$ cat src/rtl/diff_window_acc.sv
// Windowed statistics over a signed difference stream: sum, mean, min, max and positive count per N samples.
// Optional saturating accumulator enabled by defining DIFF_SAT_EN; otherwise the sum wraps and out_sat is 0.
module diff_window_acc #(
  parameter int DW    = 9,
  parameter int N     = 8,
  parameter int ACC_W = 16
) (
  input  logic                     clk,
  input  logic                     rst_n,
  input  logic                     in_valid,
  output logic                     in_ready,
  input  logic [DW-1:0]            in_diff,
  output logic                     out_valid,
  input  logic                     out_ready,
  output logic [ACC_W-1:0]         out_sum,
  output logic [ACC_W-1:0]         out_mean,
  output logic [DW-1:0]            out_min,
  output logic [DW-1:0]            out_max,
  output logic [$clog2(N+1)-1:0]   out_pos_cnt,
  output logic                     out_sat,
  output logic                     dbg_state
);

  localparam int CNT_W = $clog2(N);
  localparam int PW    = $clog2(N+1);
  localparam int SH    = $clog2(N);

  typedef enum logic {ACCUM = 1'b0, HOLD = 1'b1} state_t;

  // Handshake: a sample moves on a rising edge with in_valid && in_ready; a result moves with out_valid && out_ready.
  state_t                   r_state, w_state_next;
  logic [CNT_W-1:0]         r_cnt;
  logic signed [ACC_W-1:0]  r_acc, w_acc_next;
  logic [PW-1:0]            r_pos, w_pos_next;
  logic [DW-1:0]            r_min, r_max, w_min_next, w_max_next;
  logic signed [ACC_W-1:0]  r_out_sum;
  logic [DW-1:0]            r_out_min, r_out_max;
  logic [PW-1:0]            r_out_pos;
  logic                     w_accept, w_last, w_done, w_first, w_is_pos;

  always_ff @(posedge clk or negedge rst_n) begin
    if (!rst_n) r_state <= ACCUM;
    else        r_state <= w_state_next;
  end

  always_comb begin
    w_state_next = r_state;
    in_ready     = 1'b0;
    out_valid    = 1'b0;
    case (r_state)
      ACCUM: begin
        in_ready = rst_n;
        if (in_valid && w_last) w_state_next = HOLD;
      end
      HOLD: begin
        out_valid = 1'b1;
        if (out_ready) w_state_next = ACCUM;
      end
      default: w_state_next = ACCUM;
    endcase
  end

  assign w_accept = in_valid && in_ready;
  assign w_done   = out_valid && out_ready;
  assign w_last   = (r_cnt == CNT_W'(N-1));
  assign w_first  = (r_cnt == '0);
  assign w_is_pos = !in_diff[DW-1] && (in_diff != '0);

  // The first sample of a window seeds both extremes regardless of stale contents.
  assign w_min_next = (w_first || ($signed(in_diff) < $signed(r_min))) ? in_diff : r_min;
  assign w_max_next = (w_first || ($signed(in_diff) > $signed(r_max))) ? in_diff : r_max;
  assign w_pos_next = r_pos + PW'(w_is_pos);

`ifdef DIFF_SAT_EN
  logic signed [ACC_W:0] w_sum_wide;
  logic                  w_clip;
  logic                  r_sat, r_out_sat;

  // One extra bit makes the add exact; a disagreement of the top two bits means the result left range.
  assign w_sum_wide = $signed({r_acc[ACC_W-1], r_acc}) + (ACC_W+1)'($signed(in_diff));
  assign w_clip     = w_sum_wide[ACC_W] ^ w_sum_wide[ACC_W-1];

  always_comb begin
    w_acc_next = w_sum_wide[ACC_W-1:0];
    if (w_clip) begin
      if (w_sum_wide[ACC_W]) w_acc_next = {1'b1, {(ACC_W-1){1'b0}}};
      else                   w_acc_next = {1'b0, {(ACC_W-1){1'b1}}};
    end
  end

  always_ff @(posedge clk or negedge rst_n) begin
    if (!rst_n) begin
      r_sat     <= 1'b0;
      r_out_sat <= 1'b0;
    end else if (w_accept) begin
      r_sat <= r_sat | w_clip;
      if (w_last) r_out_sat <= r_sat | w_clip;
    end else if (w_done) begin
      r_sat <= 1'b0;
    end
  end

  assign out_sat = r_out_sat;
`else
  assign w_acc_next = r_acc + ACC_W'($signed(in_diff));
  assign out_sat    = 1'b0;
`endif

  always_ff @(posedge clk or negedge rst_n) begin
    if (!rst_n) begin
      r_cnt     <= '0;
      r_acc     <= '0;
      r_pos     <= '0;
      r_min     <= '0;
      r_max     <= '0;
      r_out_sum <= '0;
      r_out_min <= '0;
      r_out_max <= '0;
      r_out_pos <= '0;
    end else if (w_accept) begin
      r_cnt <= r_cnt + 1'b1;
      r_acc <= w_acc_next;
      r_pos <= w_pos_next;
      r_min <= w_min_next;
      r_max <= w_max_next;
      if (w_last) begin
        r_out_sum <= w_acc_next;
        r_out_min <= w_min_next;
        r_out_max <= w_max_next;
        r_out_pos <= w_pos_next;
      end
    end else if (w_done) begin
      r_cnt <= '0;
      r_acc <= '0;
      r_pos <= '0;
    end
  end

  assign out_sum     = r_out_sum;
  assign out_mean    = r_out_sum >>> SH;
  assign out_min     = r_out_min;
  assign out_max     = r_out_max;
  assign out_pos_cnt = r_out_pos;
  assign dbg_state   = r_state;

endmodule

$ cat config.mk
export PLATFORM = sky130hd
export DESIGN_NAME = diff_window_acc
export DESIGN_NICKNAME = d
export VERILOG_FILES = /design/src/rtl/diff_window_acc.sv
export SDC_FILE = /design/constraint.sdc
export NUM_CORES = 1
export LEC_CHECK = 0
export BUFFER_PORTS_ARGS = -buffer_cell sky130_fd_sc_hd__buf_4
export CAP_MARGIN = 15
export CORE_ASPECT_RATIO = 0.9
export CORE_MARGIN = 2
export CORE_UTILIZATION = 45
export CTS_CLUSTER_DIAMETER = 100
export DETAILED_ROUTE_END_ITERATION = 6
export HOLD_SLACK_MARGIN = 0.08
export PLACE_DENSITY = 0.66
export SYNTH_ARGS = -nofsm -noshare
export SYNTH_HDL_FRONTEND = slang
export SYNTH_SLANG_ARGS = --single-unit
export TNS_END_PERCENT = 10
$ cat constraint.sdc
create_clock -name clk -period 6.8 [get_ports clk]
set_input_delay 1.36 -clock clk [delete_from_list [all_inputs] [get_ports clk]]
set_output_delay 1.36 -clock clk [all_outputs]
set_load 0.02 [all_outputs]
==> metrics.cfg <==
[floorplanning]
io_pins=71
die_area_um2=11100
rows=35
initial_utilization_pct=45.6
core_um2=10100
die-height_um=100
die_width_um=111

[status]
status=complete, no violations

[timing]
rsz0062_at_grt=false
final-hold-violation-count=0
worst_pin_slew_ns=1.04
setup_viol=0
finalCritPeriodShare_pct=54.0
slew_headroom_pct=30.2
finalWorstSetupSlack_ns=3.13
fin_crit_ns=3.67
fmax_ghz=0.272
slew_violations=0
finClkSkew_ns=0.00802
setup_tns_ns=0

[clocking]
tritoncts=built
clk_latency_ns=0.34
cts_max_path_buffers=2
clk_pin_slew_ns=0.06
post_cts_buffers=0
cts_buffers=9
cts.repair.resized=0
cts-root-buf=clkbuf_16
postCtsHoldBufs=0
htreeDepth=3
clock_sink_count=80

[layout]
nNetsFinal=573
area_growth_pct=17.6
antenna_cells=0
layoutNonFillerInstCount=655
drive_gt1_share_pct=22.1

[worst_setup_path]
crit_family=simple AND/OR/NAND/NOR gates
slowest_delay_ns=0.71
cp_max_fo=65
crit_chain=buf_4 > nor2b_1 > and2_1 > nand2_2 > o21ai_0 > o221a_2
startpoint_type=input pin
required_ns=7.08
worst-path-buf-inv=1
endpoint_kind=flip-flop
critPathKind=in2reg
crit_path_top_delay_cell=nand2_2
cp-startpoint=rst_n
r2r-start=r_acc[0]
worstPathArrival_ns=3.95

[drt]
vias=3547
dr.pass1.iters=4
viasPerCell=5.42
wl_um=10300
final_antenna_net_count=0
drc_errors=0
dr.first_iter.drc_count=166
wire_per_inst_um=15.7

[yosys]
yosys.cell_count.top_type=dfrtp_1
synth_area_um2=4610
synth-seq-cells=80
synth_async_sr_flop_share_pct=100
synth_area_leaders=dfrtp_1 (43%), ha_1 (10%), nand2_1 (6.0%)
syn_inst=474
yosysWarnings=0
synth_flop_cell=dfrtp_1
synth.largest_area_cell=dfrtp_1
synth_edf_count=0
yosysTopAreaCellShare_pct=43.4
synth.avg_cell_area_um2=9.73
synth_cell_types=53
ys_seq_area_share_pct=43.4
synth_common_cells=dfrtp_1 (80), nand2_1 (74), o21ai_0 (51), ha_1 (37), inv_1 (23)
synth_nets=525

[hold_path]
hp-class=reg2reg
min_from=out_pos_cnt[1]

[place]
gp_congestion=0.803
place_ws_ns=2.72
io_buffers=69
dpl.hpwl_um=7000
place_inst=640

[power_and_ir_drop]
power.density_nw_per_um2=472
leakagePower_nw=2.65
irDropWorstVdd_uv=199

[grt]
antenna_found_initial=0
grt_pass1_wl_um=17400
grtUsageTotal_pct=19.6
overflow=0
grt_pass1_vias=3498
grt_max_degree=66

[run]
maxCapViolCount=0

layer usage:
metal	up-vias	global-route usage, %	routed length [µm]
met5	-	0	0
met4	0	6.92	157
met3	15	4.23	472
met2	72	31.6	4730
met1	1695	26.5	4950
li1	1765	-	-
placed cells by master (no fill, tap or decap), types with 2 or more instances in the layout:
master and count:
a211oi_1 4, buf_4 72, and3_1 2, nand2_1 73
o22ai_1 8, mux2i_1 14, o21ai_0 51, dfrtp_1 80
bufinv_16 2, xor2_1 8, o221a_2 6, clkbuf_8 2
a31oi_1 3, o31ai_1 3, nand3_1 12, nand2b_1 4
a21oi_1 20, o221ai_1 2, nand2_2 2, nand3b_1 2
nor4_1 4, clkbuf_16 9, o21ai_1 3, nor2_1 14
nor2b_1 5, a21o_1 5, o21bai_1 3, xnor2_1 7
o21a_1 2, ha_1 37, mux2_2 16, inv_1 23
a22o_1 7
worst register-to-register path: stages, from the launching register on:
cell and delay [ns]:
dfrtp_1 0.39, ha_1 0.22, fa_1 0.43, a21oi_1 0.21
o21ai_1 0.13, a211oi_1 0.32, a211oi_2 0.12, a2111oi_2 0.48
nor4_1 0.09, nand3b_1 0.20
per-stage QoR:
stage          area, µm²  power [mW]  hold slack, ns  utilization [%]
2_1_floorplan       4610        1.71           0.454                -
3_5_place_dp        5100        2.04           0.472             50.5
5_1_grt             5430        2.76           0.512             53.6
3_3_place_gp        5100        2.00           0.468             50.5
4_1_cts             5430        2.58           0.488             53.6
6_report            5430        2.56           0.479             53.6
final cells by class:
cell class	count	area (µm²)
fill	891	4690
multi-input combinational	336	2310
sequential	80	2000
timing repair buffer	72	541
clock buffer	12	256
tap	129	161
inverter	23	86.3
clock inverter	3	65.1
worst paths after layout:
path / endpoint / slack (ns) / cells past startpoint
max: out_min[2] / 3.13 / 6
min: out_pos_cnt[1] / 0.48 / 2
max in group asynchronous: r_acc[5] / 4.82 / 2
min reg2reg: out_pos_cnt[1] / 0.48 / 2
max reg2reg: out_sum[14] / 4.11 / 9
min in group asynchronous: r_min[0] / 0.97 / 1
sequential cells by signal (all words and copies together) (netlist names):
name and flops:
r_pos 4, out_sum 16, out_max 9, out_min 9
r_acc 16, r_min 9, out_pos_cnt 4, r_max 9
r_cnt 3, dbg_state 1
report_power, final:
group / internal [mW] / switching [mW] / leakage, nW
logic: 0.544 / 0.683 / 1.47
clock network: 0.339 / 0.184 / 0.159
registers: 0.670 / 0.139 / 1.02
total: 1.55 / 1.01 / 2.65
cells by family after synthesis:
family	after synthesis	synth area share (%)
other	1	0.0813
AO/OA/AOI/OAI	127	17.8
XOR/XNOR	15	2.85
AND/OR/NAND/NOR	125	12.0
adder cells (fa/ha/maj)	38	10.5
multiplexers	30	6.94
flip-flops	80	43.4
buffers and inverters	58	6.48
Note: power is estimated with default switching activity, not from simulation.
